$ cat config.mk
export PLATFORM = sky130hd
export DESIGN_NAME = spi_master_seq
export DESIGN_NICKNAME = d
export VERILOG_FILES = /design/src/rtl/spi_pkg.sv /design/src/rtl/spi_tick_gen.sv /design/src/rtl/spi_master_seq.sv
export SDC_FILE = /design/constraint.sdc
export NUM_CORES = 1
export LEC_CHECK = 0
export BUFFER_PORTS_ARGS = -buffer_cell sky130_fd_sc_hd__buf_2
export CORE_ASPECT_RATIO = 1.1
export CORE_UTILIZATION = 50
export CTS_BUF_LIST = sky130_fd_sc_hd__clkbuf_16
export DETAILED_ROUTE_END_ITERATION = 6
export HOLD_SLACK_MARGIN = 0.05
export PLACE_DENSITY_LB_ADDON = 0.05
export SLEW_MARGIN = 10
export SYNTH_ARGS = -nofsm -noshare
export SYNTH_HDL_FRONTEND = slang
export SYNTH_HIERARCHICAL = 1
export SYNTH_SLANG_ARGS = --single-unit
$ cat constraint.sdc
create_clock -name clk_10Mhz_i -period 1.7 [get_ports clk_10Mhz_i]
set_input_delay 0.085 -clock clk_10Mhz_i [delete_from_list [all_inputs] [get_ports clk_10Mhz_i]]
set_output_delay 0.085 -clock clk_10Mhz_i [all_outputs]
set_load 0.05 [all_outputs]
$ cat src/rtl/spi_pkg.sv
// Shared definitions for the SPI master sequencer: FSM encoding and default
// word width / SCLK half-period settings.
package spi_pkg;

  localparam int DEF_DATA_W = 8;
  localparam int DEF_CNT_W  = 16;

  // Half-period in system clocks for each div_sel setting
  localparam int DEF_HALF_0 = 5;
  localparam int DEF_HALF_1 = 10;
  localparam int DEF_HALF_2 = 20;
  localparam int DEF_HALF_3 = 50;

  localparam logic [2:0] ST_IDLE     = 3'd0;
  localparam logic [2:0] ST_CS_SETUP = 3'd1;
  localparam logic [2:0] ST_SHIFT    = 3'd2;
  localparam logic [2:0] ST_LOAD     = 3'd3;
  localparam logic [2:0] ST_CS_HOLD  = 3'd4;

  typedef enum logic [2:0] {
    IDLE     = ST_IDLE,
    CS_SETUP = ST_CS_SETUP,
    SHIFT    = ST_SHIFT,
    LOAD     = ST_LOAD,
    CS_HOLD  = ST_CS_HOLD
  } spi_state_t;

endpackage

$ cat src/rtl/spi_tick_gen.sv
// Half-period tick generator: one-cycle registered tick every HALF_sel clocks
// while enabled; held at zero when disabled or cleared.
module spi_tick_gen
  import spi_pkg::*;
#(
  parameter int CNT_W  = DEF_CNT_W,
  parameter int HALF_0 = DEF_HALF_0,
  parameter int HALF_1 = DEF_HALF_1,
  parameter int HALF_2 = DEF_HALF_2,
  parameter int HALF_3 = DEF_HALF_3
) (
  input  logic       clk,
  input  logic       rst_n,
  input  logic       en,
  input  logic       clr,
  input  logic [1:0] sel,
  output logic       tick_o
);

  logic [CNT_W-1:0] cnt;
  logic [CNT_W-1:0] half_m1;

  always_comb begin
    half_m1 = CNT_W'(HALF_0 - 1);
    case (sel)
      2'd0:    half_m1 = CNT_W'(HALF_0 - 1);
      2'd1:    half_m1 = CNT_W'(HALF_1 - 1);
      2'd2:    half_m1 = CNT_W'(HALF_2 - 1);
      default: half_m1 = CNT_W'(HALF_3 - 1);
    endcase
  end

  always_ff @(posedge clk) begin
    if (!rst_n) begin
      cnt    <= '0;
      tick_o <= 1'b0;
    end else if (clr || !en) begin
      cnt    <= '0;
      tick_o <= 1'b0;
    end else if (cnt == half_m1) begin
      cnt    <= '0;
      tick_o <= 1'b1;
    end else begin
      cnt    <= cnt + 1'b1;
      tick_o <= 1'b0;
    end
  end

endmodule

$ cat src/rtl/spi_master_seq.sv
// SPI mode-0 (CPOL=0, CPHA=0) MSB-first burst master, 1..16 words per burst.
// Build option SPI_LOOPBACK_EN: receive path samples mosi_o instead of miso_i.
//
// Handshake: start_i is a level sampled only in IDLE; data_req_o is high for
// exactly the LOAD cycle and data_i is captured on the clock edge ending it.
module spi_master_seq
  import spi_pkg::*;
#(
  parameter int DATA_W = DEF_DATA_W,
  parameter int CNT_W  = DEF_CNT_W,
  parameter int HALF_0 = DEF_HALF_0,
  parameter int HALF_1 = DEF_HALF_1,
  parameter int HALF_2 = DEF_HALF_2,
  parameter int HALF_3 = DEF_HALF_3
) (
  input  logic              clk_10Mhz_i,
  input  logic              rst_n_i,
  input  logic              start_i,
  input  logic [3:0]        n_words_i,
  input  logic [1:0]        div_sel_i,
  input  logic [DATA_W-1:0] data_i,
  output logic              data_req_o,
  output logic [DATA_W-1:0] rx_data_o,
  output logic              rx_valid_o,
  output logic              busy_o,
  output logic              done_o,
  output logic              sclk_o,
  output logic              mosi_o,
  input  logic              miso_i,
  output logic              cs_n_o
);

  // Each word is 2*DATA_W half-period ticks; the last one is a falling edge
  localparam logic [3:0] LAST_TICK = 4'(2 * DATA_W - 1);

  spi_state_t        state;
  logic [1:0]        div_q;
  logic [3:0]        words_left;
  logic [3:0]        bit_cnt;
  logic [DATA_W-1:0] tx_sr;
  logic [DATA_W-1:0] rx_sr;
  logic              tick;
  logic              tick_en;
  logic              tick_clr;
  logic              rx_bit;

  assign tick_en    = (state != IDLE);
  assign tick_clr   = ((state == IDLE) && start_i) || (state == LOAD);
  assign data_req_o = (state == LOAD);

`ifdef SPI_LOOPBACK_EN
  assign rx_bit = mosi_o;
`else
  assign rx_bit = miso_i;
`endif

  spi_tick_gen #(
    .CNT_W  (CNT_W),
    .HALF_0 (HALF_0),
    .HALF_1 (HALF_1),
    .HALF_2 (HALF_2),
    .HALF_3 (HALF_3)
  ) u_tick (
    .clk    (clk_10Mhz_i),
    .rst_n  (rst_n_i),
    .en     (tick_en),
    .clr    (tick_clr),
    .sel    (div_q),
    .tick_o (tick)
  );

  always_ff @(posedge clk_10Mhz_i) begin
    if (!rst_n_i) begin
      state      <= IDLE;
      div_q      <= 2'd0;
      words_left <= 4'd0;
      bit_cnt    <= 4'd0;
      tx_sr      <= '0;
      rx_sr      <= '0;
      rx_data_o  <= '0;
      rx_valid_o <= 1'b0;
      busy_o     <= 1'b0;
      done_o     <= 1'b0;
      sclk_o     <= 1'b0;
      mosi_o     <= 1'b0;
      cs_n_o     <= 1'b1;
    end else begin
      rx_valid_o <= 1'b0;
      done_o     <= 1'b0;
      case (state)
        IDLE: begin
          if (start_i) begin
            div_q      <= div_sel_i;
            words_left <= n_words_i;
            tx_sr      <= data_i;
            mosi_o     <= data_i[DATA_W-1];
            cs_n_o     <= 1'b0;
            busy_o     <= 1'b1;
            state      <= CS_SETUP;
          end
        end
        CS_SETUP: begin
          if (tick) begin
            bit_cnt <= 4'd0;
            state   <= SHIFT;
          end
        end
        SHIFT: begin
          if (tick) begin
            bit_cnt <= bit_cnt + 4'd1;
            if (!bit_cnt[0]) begin
              sclk_o <= 1'b1;
              rx_sr  <= {rx_sr[DATA_W-2:0], rx_bit};
            end else begin
              sclk_o <= 1'b0;
              tx_sr  <= {tx_sr[DATA_W-2:0], 1'b0};
              mosi_o <= tx_sr[DATA_W-2];
              if (bit_cnt == LAST_TICK) begin
                rx_data_o  <= rx_sr;
                rx_valid_o <= 1'b1;
                state      <= (words_left != 4'd0) ? LOAD : CS_HOLD;
              end
            end
          end
        end
        LOAD: begin
          tx_sr      <= data_i;
          mosi_o     <= data_i[DATA_W-1];
          words_left <= words_left - 4'd1;
          bit_cnt    <= 4'd0;
          state      <= SHIFT;
        end
        CS_HOLD: begin
          if (tick) begin
            cs_n_o <= 1'b1;
            busy_o <= 1'b0;
            done_o <= 1'b1;
            state  <= IDLE;
          end
        end
        default: state <= IDLE;
      endcase
    end
  end

endmodule

* After elaboration in Yosys (flattened, before gate mapping)
Index checks and enable logic that the tools add are counted. W data, S select, Z words.
Operators by class: add/subtract/negate cells 3, $mul 0, div/mod/pow operators 0, magnitude comparators 0, equal/unequal tests 14, shift-type cells 0, multiplexer cells 32, bitwise operators 2, reduce and logical (&&, ||, !) cells 25
Operators by type and width (number):
- $mux W3 | 7
- $mux W7 | 3
- $pmux W7 S3 | 1
- $pmux W6 S3 | 1
- $add A16 B1 Y16 const B | 1
- $eq A16 B6 Y1 | 1
- $pmux W3 S5 | 1
- $mux W4 | 3
- $pmux W4 S3 | 1
- $reduce_and A4 Y1 | 3
- $mux W1 | 11
- $reduce_and A3 Y1 | 3
- $reduce_bool A3 Y1 | 3
- $pmux W4 S2 | 1
- $reduce_and A2 Y1 | 4
- $eq A3 B2 Y1 const B | 2
- $ne A2 B1 Y1 const B | 3
- $ne A2 B2 Y1 const B | 3
- $reduce_and A6 Y1 | 1
- $add A4 B1 Y4 const B | 1
- $eq A4 B4 Y1 const B | 1
- $pmux W1 S2 | 2
- $reduce_bool A2 Y1 | 2
- $reduce_bool A4 Y1 | 1
- other kinds (14) | 16
Word-level totals: bits in registers 59, latch bits 0, memory bits (writable) 0, bits in read-only memories 0, bits of input ports 18, output and inout port bits 15, logic and storage cells 91, memories kept 0

* Longest topological paths before layout
Gate-level depths: netlist (run 1).
depth after elaboration 6, mapped depth 8, gate-level depth less buffers 6

* Hierarchy
The synthesis (run 1) kept the hierarchy.
By module, submodules not included:
- spi_master_seq | times used 1, cells an instance 223, area an instance 2047.0 um^2, seq. area each 840.8 um^2
- spi_tick_gen | times used 1, cells an instance 99, area an instance 878.3 um^2, seq. area each 340.3 um^2

* Worst setup path after synthesis (run 1)
No wires, ideal clock.
path type reg-to-reg, start point reg state[0], end point reg u_tick.cnt[0], setup time 131 ps, arrival 1651 ps, required time 1569 ps, path slack -82 ps, stages on the path, launching flop included 8, buffers on the path 3, period minus slack after synthesis 1782 ps, cells stage by stage dfxtp_1 -> buf_6 -> or4b_1 -> buf_2 -> nand2_1 -> nand3b_1 -> clkbuf_1 -> nor3_1
Between the ends: cells in the longest elaborated chain, start to end 5, elaborated cells between the ends (all ways) 8, classes of those cells eq/ne: 1; reduce/logical: 7
Ends and longest elaborated chain:
- start, declared | line spi_master_seq.sv:36 | spi_state_t state;
- start signal, assigned | line spi_master_seq.sv:121 | state <= (words_left != 4'd0) ? LOAD : CS_HOLD;
- $logic_not A3 Y1 | line spi_master_seq.sv:48 | assign tick_clr = ((state == IDLE) && start_i) || (state == LOAD);
- $logic_and A1 B1 Y1 | line spi_master_seq.sv:48
- $logic_or A1 B1 Y1 * | line spi_master_seq.sv:48
- named net tick_clr | line spi_master_seq.sv:44 | logic tick_clr;
- $logic_or A1 B1 Y1 * | line spi_tick_gen.sv:37 | end else if (clr || !en) begin
- $reduce_or A3 Y1 (no line) *
- end signal, assigned | line spi_tick_gen.sv:44 | cnt <= cnt + 1'b1;
- end, declared | line spi_tick_gen.sv:20 | logic [CNT_W-1:0] cnt;
The timed path passes the listed nets; every way through them passes the cells marked *. A chain may end at the register's enable or synchronous reset.

* Worst setup path in the final report (run 1)
start point reg u_tick.cnt[6], end point reg u_tick.tick_o
Between the ends: cells in the longest elaborated chain, start to end 2
Ends and longest elaborated chain:
- $eq A16 B6 Y1 | line spi_tick_gen.sv:40 | end else if (cnt == half_m1) begin
- $mux W1 | line spi_tick_gen.sv:40
- end signal, assigned | line spi_tick_gen.sv:39 | tick_o <= 1'b0;
- end signal, assigned | line spi_tick_gen.sv:42 | tick_o <= 1'b1;
- end signal, assigned | line spi_tick_gen.sv:45 | tick_o <= 1'b0;
- end, declared | line spi_tick_gen.sv:17 | output logic tick_o
No other way between the ends.

==> impl_metrics.tcl, run 1 <==
set metrics [dict create \
    yosysSeqAreaShare_pct 40.4 \
    cp_max_fo 7 \
    hp-start "n_words_i[0]" \
    ys_async_sr_fraction_pct 0 \
    ys_ff_latch 59 \
    postSynthCellCount 322 \
    rsz0062_at_grt "true" \
    synth-edff-count 0 \
    cts_htree_levels 3 \
    yosysMostFrequentCell "dfxtp_1" \
    clock.fmax_ghz 0.620 \
    setup_viol 0 \
    relSlewSlack_pct 68.7 \
    p_switching_mw 0.798 \
    grt_max_degree 31 \
    p_seq_share_pct 41.8 \
    synthFlopType "dfxtp_1" \
    internal_power_mw 2.68 \
    r2r_end "u_tick/tick_o$_SDFF_PP0_" \
    worstSetupStartpointType "flip-flop" \
    vias 2467 \
    drc 0 \
    reg2reg_slack_ns 0.09 \
    yosys.area_share.simple_pct 24.4 \
    synthMuxAreaShare_pct 5.99 \
    slew_violations 0 \
    ys.warnings.count 6 \
    viasPerCell 5.47 \
    final_nets 392 \
    diodes 0 \
    ant_nets 0 \
    drive_gt1_share_pct 23.4 \
    crit_start "u_tick/cnt[6]$_SDFF_PP0_" \
    arrival_ns 1.88 \
    design_area_sq_mm 0.00357 \
    grt-ovfl-total 0 \
    synth_adder_area_share_pct 1.67 \
    status "finished clean" \
    finalCriticalPeriod_ns 1.61 \
    vdd_drop_max_v 0.000799 \
    cts_tree "yes" \
    hold_ws_ns 0.0840 \
    clock_skew_ns 0.00613 \
    r2r-start "u_tick/cnt[6]$_SDFF_PP0_" \
    clkLatencyLatePin_ns 0.32 \
    drt_iter0_markers 85 \
    num_rows 28 \
    p_leak_nw 1.44 \
    dp_hpwl_mm 4.23 \
    min_to "words_left[0]$_SDFFE_PN0P_" \
    swShare_pct 22.9 \
    die_x_microns 74.9 \
    holdPathStages 3 \
    grt_pass1_wl_mm 9.90 \
    cts_buffer_depth 2 \
    cpMaxStageDelayCell "dfxtp_1" \
    end_kind "flip-flop" \
    multiInputGateArea_sq_mm 0.00159 \
    track_usage_pct 21.2 \
    synth_top_area_share_pct 40.4 \
    worstSetupPathType "flip-flop to flip-flop" \
    crit_buf_inv 1 \
    synth_top_area_cell "dfxtp_1" \
    die_y_microns 82.2 \
    start_util_pct 53.2 \
    antenna_found_initial 0 \
    synth_top_cells_by_area "dfxtp_1 40%, mux2i_1 5.5%, nand2_1 4.5%" \
    worstMarginPinSlew_ns 0.469 \
    totalWireLength_mm 6.04 \
    drt-met1-wl_mm 2.88 \
    seqCellArea_sq_mm 0.00118 \
    critPathRequiredTime_ns 1.97 \
    syn_area_per_cell_sq_um 9.08 \
    power_density_mw_per_mm2 974 \
    hp-class "input pin to flip-flop" \
    cts_buffers 9 \
    cts_sinks 59 \
    synth_top_family_by_area "simple AND/OR/NAND/NOR gates" \
    syn_to_final_growth_pct 22.1 \
    clk_pin_slew_ns 0.05 \
    path_delay_family "simple AND/OR/NAND/NOR gates" \
    port_buffers 32 \
    first_pass_iters 4 \
    synth_compound_area_share_pct 18.3 \
    fillers 478 \
    cp_num_cells 5 \
    post-route-period-util_pct 94.8 \
    critPathMaxStageDelay_ns 0.36 \
    dieArea_sq_mm 0.00616 \
    syn_nets 343 \
    crit_chain "nor4_1 > nand4_1 > nor4_4 > buf_4 > and2_1" \
    topRoutingLayerUsed "met4" \
    grt_pass1_vias 2263 \
    reg2regPathDepth 5 \
    num_io_pins 33 \
    wl_met2_mm 2.91 \
    place_congestion 0.760 \
    clkPwrFrac_pct 49.0 \
    drv_cap 0 \
    synth_xor_area_share_pct 3.59 \
    placed_area_sq_mm 0.00322 \
    synth.cell_area_sq_mm 0.00293 \
    synthTopCellsByCount "59 x dfxtp_1, 35 x nand2_1, 22 x a21oi_1" \
    hold_violations 0 \
    synthDistinctLibCells 66 \
    combPwrFrac_pct 9.3 \
    core_area_sq_mm 0.00550 \
    root_buffer "clkbuf_16" \
    wl_met3_microns 127 \
    post_drt_wl_per_cell_microns 13.4 \
]
==> per-stage QoR <==
stage / cells / TNS [ns] / utilization, % / worst slack (ns) / total power, mW
detailed placement: 429 / 0 / 58.5 / 0.0710 / 1.79
finish: 451 / 0 / 64.9 / 0.0879 / 3.48
floorplan: 322 / 0 / - / 0.00332 / 1.70
global route: 451 / -0.00707 / 64.9 / -0.00707 / 3.62
CTS: 450 / 0 / 64.6 / 0.0497 / 3.53
global placement: 429 / 0 / 58.5 / 0.0975 / 1.79
==> worst register-to-register path, stage by stage (launching register included) <==
cell and delay (ns):
dfxtp_1 0.36, nor4_1 0.34, nand4_1 0.22, nor4_4 0.31
buf_4 0.20, and2_1 0.13
==> timing repair <==
item / 4_1_cts / 5_1_grt
gates resized for setup: 0 / 2
setup buffers: 0 / 1
endpoints found under the setup margin: 0 / 8
hold buffers: 5 / 0
endpoints found under the hold margin: 5 / 0
==> logic make-up (layout without fill, tap and decap cells) <==
family,count (synthesis),count (layout)
AND/OR/NAND/NOR,121,121
adder cells (fa/ha/maj),4,4
flip-flops,59,59
AO/OA/AOI/OAI,77,77
buffers and inverters,32,86
multiplexers,17,17
XOR/XNOR,12,12
==> state kept, by name, summed over array words and instances (netlist names) <==
register / count
rx_data_o: 8
div_q: 2
rx_sr: 8
done_o: 1
words_left: 4
u_tick/cnt: 16
sclk_o: 1
bit_cnt: 4
busy_o: 1
tx_sr: 7
u_tick/tick_o: 1
mosi_o: 1
state: 3
rx_valid_o: 1
cs_n_o: 1
==> how the worst max path moves through the flow <==
stage / end / slack, ns
after CTS: u_tick/tick_o$_SDFF_PP0_ / 0.05
final: u_tick/tick_o$_SDFF_PP0_ / 0.09
after detailed placement: u_tick/tick_o$_SDFF_PP0_ / 0.07
after global placement: u_tick/tick_o$_SDFF_PP0_ / 0.1
after global routing: u_tick/cnt[12]$_SDFF_PP0_ / -0.007
after floorplan: u_tick/cnt[0]$_SDFF_PP0_ / 0.003
==> placed cells by master, fill, tap and decap left out, types with 9 or more instances in the layout <==
cell type and instances:
a211oi_1 14, a21oi_1 22, buf_2 32, buf_4 23
clkbuf_16 9, dfxtp_1 59, mux2i_1 16, nand2_1 35
nand3_1 14, nor2_1 14, nor3_1 10, o21ai_0 12
==> per-layer routing <==
layer | global-route usage [%] | vias to the layer above
met5 | 0 | -
met4 | 10.4 | 0
met3 | 4.00 | 10
met2 | 34.7 | 28
met1 | 26.6 | 1156
li1 | - | 1273
==> layout make-up <==
class                   instances  area share [%]
multi-input cells             231            44.6
well taps                      75            2.63
clock buffers                   9            6.30
inverters                      10            1.05
repair buffers                 60            10.7
flip-flops and latches         59            33.1
clock inverters                 7            1.68
==> power by group through the flow <==
| stage | Clock (mW) | Combinational [mW] | Sequential, mW |
|---|---|---|---|
| final | 1.70 | 0.322 | 1.45 |
| after detailed placement | 0 | 0.313 | 1.48 |
| after CTS | 1.75 | 0.324 | 1.45 |
| after floorplan | 0 | 0.203 | 1.50 |
| after global placement | 0 | 0.311 | 1.48 |
| after global routing | 1.81 | 0.353 | 1.46 |
(Power assumes the default switching activity.)
==> run 2, diff against run 1 <==
CORE_ASPECT_RATIO = default   (was 1.1)
SYNTH_HIERARCHICAL = default   (was 1)
==> run 2 against run 1 <==
Net effect: cell count fell by 0.67%; first-iteration DRC count grew 22%; worst setup slack better by 0.069 ns; sequential share of layout area increased by 1.5 points; critical path depth rose by 1; wire length shrank 5.3%; total power down 3.1%; synthesized cell count down 0.93%; fmax is 4.5% higher; clock power about the same; non-clock buffer count is 2 higher; critical endpoint is now u_tick.cnt[10]$_SDFF_PP0_.
==> impl_metrics.tcl, run 2 <==
set metrics [dict create \
    num_io_pins 33 \
    postSynthCellCount 319 \
    cts_htree_levels 3 \
    hold_violations 0 \
    p_switching_mw 0.746 \
    syn_nets 341 \
    drive_gt1_share_pct 21.2 \
    relSlewSlack_pct 63.5 \
    port_buffers 32 \
    cts_tree "yes" \
    core_area_sq_mm 0.00517 \
    viasPerCell 5.44 \
    ys_ff_latch 59 \
    num_rows 26 \
    p_leak_nw 1.27 \
    synthMuxAreaShare_pct 2.95 \
    worstSetupStartpointType "flip-flop" \
    synth_top_cells_by_area "dfxtp_1 44%, a21oi_1 7.4%, o21ai_0 5.9%" \
    diodes 0 \
    grt_pass1_vias 2202 \
    setup_viol 0 \
    swShare_pct 22.2 \
    slew_violations 0 \
    synth.cell_area_sq_mm 0.00271 \
    final_nets 395 \
    synth_adder_area_share_pct 2.21 \
    path_delay_family "flip-flops" \
    holdPathStages 3 \
    worstSetupPathType "flip-flop to flip-flop" \
    synth_compound_area_share_pct 20.1 \
    finalSetupTns_ns 0 \
    clock.fmax_ghz 0.648 \
    yosys.area_share.simple_pct 22.5 \
    placed_area_sq_mm 0.00308 \
    synth_xor_area_share_pct 4.52 \
    rsz0062_at_grt "false" \
    place_congestion 0.837 \
    post-route-period-util_pct 90.8 \
    end_kind "flip-flop" \
    syn_area_per_cell_sq_um 8.51 \
    yosysSeqAreaShare_pct 43.5 \
    power_density_mw_per_mm2 985 \
    design_area_sq_mm 0.00342 \
    cpMaxStageDelayCell "dfxtp_1" \
    synth_top_area_cell "dfxtp_1" \
    r2r-start "u_tick.cnt[1]$_SDFF_PP0_" \
    min_to "words_left[3]$_SDFFE_PN0P_" \
    syn_to_final_growth_pct 26.1 \
    hp-class "input pin to flip-flop" \
    combPwrFrac_pct 6.3 \
    r2r_end "u_tick.cnt[10]$_SDFF_PP0_" \
    grt-ovfl-total 0 \
    worstMarginPinSlew_ns 0.548 \
    cts_buffers 9 \
    drc 0 \
    finalCriticalPeriod_ns 1.54 \
    largest_registers "u_tick.cnt: 16 flops, rx_data_o: 8 flops, rx_sr: 8 flops" \
    synthTopCellsByCount "59 x dfxtp_1, 40 x a21oi_1, 32 x o21ai_0" \
    largest_reg_flops 16 \
    ant_nets 0 \
    vdd_drop_max_v 0.000694 \
    totalWireLength_mm 5.72 \
    dieArea_sq_mm 0.00573 \
    post-cts-setup-buffers 0 \
    clkLatencyLatePin_ns 0.32 \
    synthFlopType "dfxtp_1" \
    reg2reg_slack_ns 0.16 \
    drt_iter0_markers 104 \
    clkPwrFrac_pct 51.0 \
    track_usage_pct 22.1 \
    final_cell_mix "58 x dfxtp_1, 40 x a21oi_1, 32 x o21ai_0" \
    antenna_found_initial 0 \
    dp_hpwl_mm 3.93 \
    crit_chain "ha_1 > nand3_1 > buf_4 > nor3_1 > xnor2_1 > nor2_1" \
    grt_pass1_wl_mm 9.58 \
    synth_top_family_by_area "simple AND/OR/NAND/NOR gates" \
    synth-edff-count 0 \
    first_pass_iters 4 \
    cts_buffer_depth 2 \
    synth_top_area_share_pct 43.5 \
    cp_max_fo 6 \
    start_util_pct 52.5 \
    ys_async_sr_fraction_pct 0 \
    p_seq_share_pct 42.7 \
    fillers 450 \
    final_common_cell "dfxtp_1" \
    drv_cap 0 \
    vias 2439 \
    critPathMaxStageDelay_ns 0.44 \
    grt_max_degree 31 \
    internal_power_mw 2.62 \
    die_y_microns 75.7 \
    post_drt_wl_per_cell_microns 12.8 \
    arrival_ns 1.75 \
    cts_sinks 59 \
    yosysMostFrequentCell "dfxtp_1" \
    hp-start "n_words_i[3]" \
    clock_skew_ns 0.00456 \
    critPathRequiredTime_ns 1.91 \
    clk_pin_slew_ns 0.05 \
    top_register "u_tick.cnt" \
    die_x_microns 75.7 \
    status "finished clean" \
    synthDistinctLibCells 52 \
    crit_buf_inv 1 \
    root_buffer "clkbuf_16" \
    ys.warnings.count 0 \
    reg2regPathDepth 6 \
]
## run 2: changes by cell type after synthesis, moves of 6 or more
| cell | delta |
|---|---|
| a211oi_1 | -9 |
| nor2_1 | +6 |
| mux2i_1 | -8 |
| a21oi_1 | +18 |
| o21ai_0 | +20 |
| or3_1 | +8 |
## run 2: timing repair
item | in CTS | in global routing
endpoints found under the hold margin | 5 | 0
cloned | 0 | 0
hold buffers | 5 | 0
pin swaps | 0 | 1
endpoints found under the setup margin | 1 | 8
gates resized for setup | 1 | 2
## run 2: tightest hold or removal path: cells and delay by family
kind,cells,cell delay (ns)
buf+inv,1,0.07
compound gates,2,0.20
## run 2: kinds of logic (layout without fill, tap and decap cells)
| logic type | count (synthesis) | after routing |
|---|---|---|
| DFF | 59 | 59 |
| muxes | 8 | 8 |
| xor gates and xnor gates | 14 | 14 |
| adders and majority gates | 5 | 5 |
| AOI/OAI and AO/OA | 94 | 94 |
| and+or+nand+nor | 113 | 113 |
| buffers and inverters | 26 | 85 |
## run 2: area by class of cell
type	count	area, sq um	share of cell area [%]
multi-input combinational	234	1430	41.7
sequential	59	1180	34.6
timing repair buffer	62	413	12.1
clock buffer	9	225	6.58
tap	70	87.6	2.56
clock inverter	7	61.3	1.79
inverter	7	26.3	0.768
## run 2: metal layers
metal / wire length, microns / up-vias / global-route usage (%) / part of all wire [%]
met5: 0 / - / 0 / 0
met4: 100 / 0 / 10.5 / 1.7
met3: 192 / 9 / 5.16 / 3.4
met2: 2550 / 32 / 35.8 / 45
met1: 2870 / 1140 / 27.9 / 50
li1: - / 1258 / - / -
## run 2: per-stage QoR
step	hold WS (ns)	cells	utilization, %	setup slack (ns)	total power [mW]
2_1_floorplan	0.157	319	-	0.244	1.60
3_3_place_gp	0.312	427	59.5	0.165	1.67
3_5_place_dp	0.314	427	59.5	0.142	1.67
4_1_cts	0.0701	448	66.0	0.0524	3.39
5_1_grt	0.107	448	66.2	0.0222	3.48
6_report	0.0755	448	66.2	0.157	3.37
## run 2: worst max path at each step
stage	startpoint	to	slack, ns	cells after the start
after floorplan	u_tick.cnt[0]$_SDFF_PP0_	u_tick.cnt[14]$_SDFF_PP0_	0.24	4
after global placement	state[0]$_SDFFE_PN0P_	tx_sr[0]$_SDFFE_PN0P_	0.17	4
after detailed placement	state[0]$_SDFFE_PN0P_	tx_sr[0]$_SDFFE_PN0P_	0.14	4
after CTS	state[0]$_SDFFE_PN0P_	data_req_o	0.05	3
after global routing	state[1]$_SDFFE_PN0P_	rx_sr[3]$_SDFFE_PN0P_	0.02	5
final	u_tick.cnt[1]$_SDFF_PP0_	u_tick.cnt[10]$_SDFF_PP0_	0.16	6
## run 2: power groups by stage
stage	Combinational (mW)	Clock [mW]	Sequential (mW)
floorplan	0.122	0	1.48
global route	0.240	1.80	1.44
global placement	0.203	0	1.46
CTS	0.215	1.74	1.44
finish	0.213	1.72	1.44
detailed placement	0.205	0	1.47
==> run 3, diff against run 2 <==
PLACE_DENSITY_LB_ADDON = 0.25   (was 0.05)
==> run 3 against run 2 <==
Net effect: fmax decreased by 3.3%; worst hold slack got worse by 0.015 ns; non-clock buffer count unchanged; critical path type unchanged; first-iteration DRC count increased by 92%; final area increased by 0.91%; clock-buffer cell count unchanged; cell count unchanged; via count increased by 1.2%; total power increased by 5.7%.
==> impl_metrics.tcl, run 3 (same netlist as run 2, synthesis figures left out) <==
set metrics [dict create \
    worstMarginPinSlew_ns 0.490 \
    core_area_sq_mm 0.00517 \
    viasPerCell 5.51 \
    track_usage_pct 23.9 \
    cts_buffers 9 \
    port_buffers 32 \
    drive_gt1_share_pct 22.0 \
    largest_registers "u_tick.cnt: 16 flops, rx_data_o: 8 flops, rx_sr: 8 flops" \
    met1_usage_pct 32.0 \
    drc 0 \
    crit_chain "nand4_1 > or2_0 > or3_1 > a21oi_1" \
    root_buffer "clkbuf_16" \
    drv_cap 0 \
    cts_buffer_depth 2 \
    cts_htree_levels 3 \
    dieArea_sq_mm 0.00573 \
    rsz0062_at_grt "false" \
    crit_end "u_tick.cnt[15]$_SDFF_PP0_" \
    worstSetupPathType "flip-flop to flip-flop" \
    die_y_microns 75.7 \
    worstSetupStartpointType "flip-flop" \
    cts_sinks 59 \
    p_leak_nw 1.30 \
    grt_use_met3_pct 5.16 \
    diodes 0 \
    fillers 423 \
    post-cts-setup-buffers 0 \
    use_met2_pct 36.1 \
    layout_setup_ws_ns 0.104 \
    grt_pass1_wl_mm 10.1 \
    crit_start "u_tick.cnt[5]$_SDFF_PP0_" \
    post-route-period-util_pct 93.9 \
    relSlewSlack_pct 67.3 \
    final_util_pct 66.8 \
    first_pass_iters 4 \
    place_ws_ns 0.145 \
    top_usage_layer "met2" \
    vias 2469 \
    cp_max_fo 7 \
    drt_iter0_markers 200 \
    final_nets 395 \
    start_util_pct 52.5 \
    status "finished clean" \
    clk_pin_slew_ns 0.05 \
    slew_violations 0 \
    cpMaxStageDelayCell "dfxtp_1" \
    place_congestion 0.874 \
    final_common_cell "dfxtp_1" \
    end_kind "flip-flop" \
    arrival_ns 1.85 \
    critPathRequiredTime_ns 1.96 \
    r2r_end "u_tick.cnt[15]$_SDFF_PP0_" \
    syn_to_final_growth_pct 27.2 \
    post_drt_wl_per_cell_microns 13.8 \
    hold_ws_ns 0.0609 \
    design_area_sq_mm 0.00345 \
    critPathMaxStageDelay_ns 0.41 \
    cts_tree "yes" \
    die_x_microns 75.7 \
    final_cell_mix "57 x dfxtp_1, 40 x a21oi_1, 32 x o21ai_0" \
    num_io_pins 33 \
    totalWireLength_mm 6.17 \
    largest_reg_flops 16 \
    vdd_drop_max_v 0.000634 \
    hold_violations 0 \
    antenna_found_initial 0 \
    placed_area_sq_mm 0.00309 \
    hp-class "input pin to flip-flop" \
    grt_max_degree 29 \
    grt-ovfl-total 0 \
    r2r-start "u_tick.cnt[5]$_SDFF_PP0_" \
    ant_nets 0 \
    dp_hpwl_mm 3.98 \
    clock.fmax_ghz 0.627 \
    power_density_mw_per_mm2 1030 \
    clock_skew_ns 0.00694 \
    top_register "u_tick.cnt" \
    setup_viol 0 \
    finalCriticalPeriod_ns 1.60 \
    finalSetupTns_ns 0 \
    num_rows 26 \
    grt_pass1_vias 2219 \
    reg2reg_slack_ns 0.10 \
    clkLatencyLatePin_ns 0.33 \
    reg2regPathDepth 4 \
]
-- run 3: cell count changes in the layout (fill, tap and decap cells not counted), sizes merged --
cell / delta
bufinv: +1
clkbuf: +1
inv: -1
buf: -1
clkinvlp: -2
clkinv: +2
-- run 3: worst min-delay path by stage --
stage | startpoint | to | slack (ns) | cells after the start
6_report | n_words_i[0] | words_left[0]$_SDFFE_PN0P_ | 0.06 | 3
5_1_grt | n_words_i[0] | words_left[0]$_SDFFE_PN0P_ | 0.08 | 3
4_1_cts | n_words_i[0] | words_left[0]$_SDFFE_PN0P_ | 0.05 | 3
3_5_place_dp | rst_n_i | cs_n_o$_SDFFE_PN1P_ | 0.33 | 2
3_3_place_gp | miso_i | rx_sr[0]$_SDFFE_PN0P_ | 0.33 | 3
2_1_floorplan | rst_n_i | cs_n_o$_SDFFE_PN1P_ | 0.16 | 1
-- run 3: metrics by stage --
step                total power [mW]  instances
floorplan                       1.60        319
global placement                1.68        427
detailed placement              1.69        427
CTS                             3.59        448
global route                    3.68        448
finish                          3.56        448
-- run 3: critical path: cells and delay by family, from the launching register on --
family | cells | cell delay [ns]
AND/OR/NAND/NOR | 3 | 0.96
flip-flops | 1 | 0.41
AO/OA/AOI/OAI | 1 | 0.16
-- run 3: area by class of cell --
| type | instances | area [sq um] | area share (%) |
|---|---|---|---|
| clock buffer | 9 | 225 | 6.52 |
| clock inverter | 7 | 83.8 | 2.43 |
| inverter | 7 | 26.3 | 0.761 |
| multi-input combinational | 234 | 1420 | 41.2 |
| sequential | 59 | 1180 | 34.3 |
| tap | 70 | 87.6 | 2.54 |
| timing repair buffer | 62 | 425 | 12.3 |
-- run 3: power breakdown --
part	total, mW	internal [mW]	switching, mW
combinational	0.230	0.105	0.125
sequential	1.44	1.42	0.0256
clock	1.89	1.26	0.628
-- run 3: repair_timing --
item                       in CTS  in global routing
gates resized for setup         0                  4
hold endpoints to repair        5                  0
setup endpoints to repair       0                  8
hold buffers                    5                  0
-- run 3: metal layers --
layer | vias up | routed length [microns]
li1 | 1251 | -
met1 | 1143 | 2980
met2 | 66 | 2760
met3 | 9 | 299
met4 | 0 | 131
met5 | - | 0
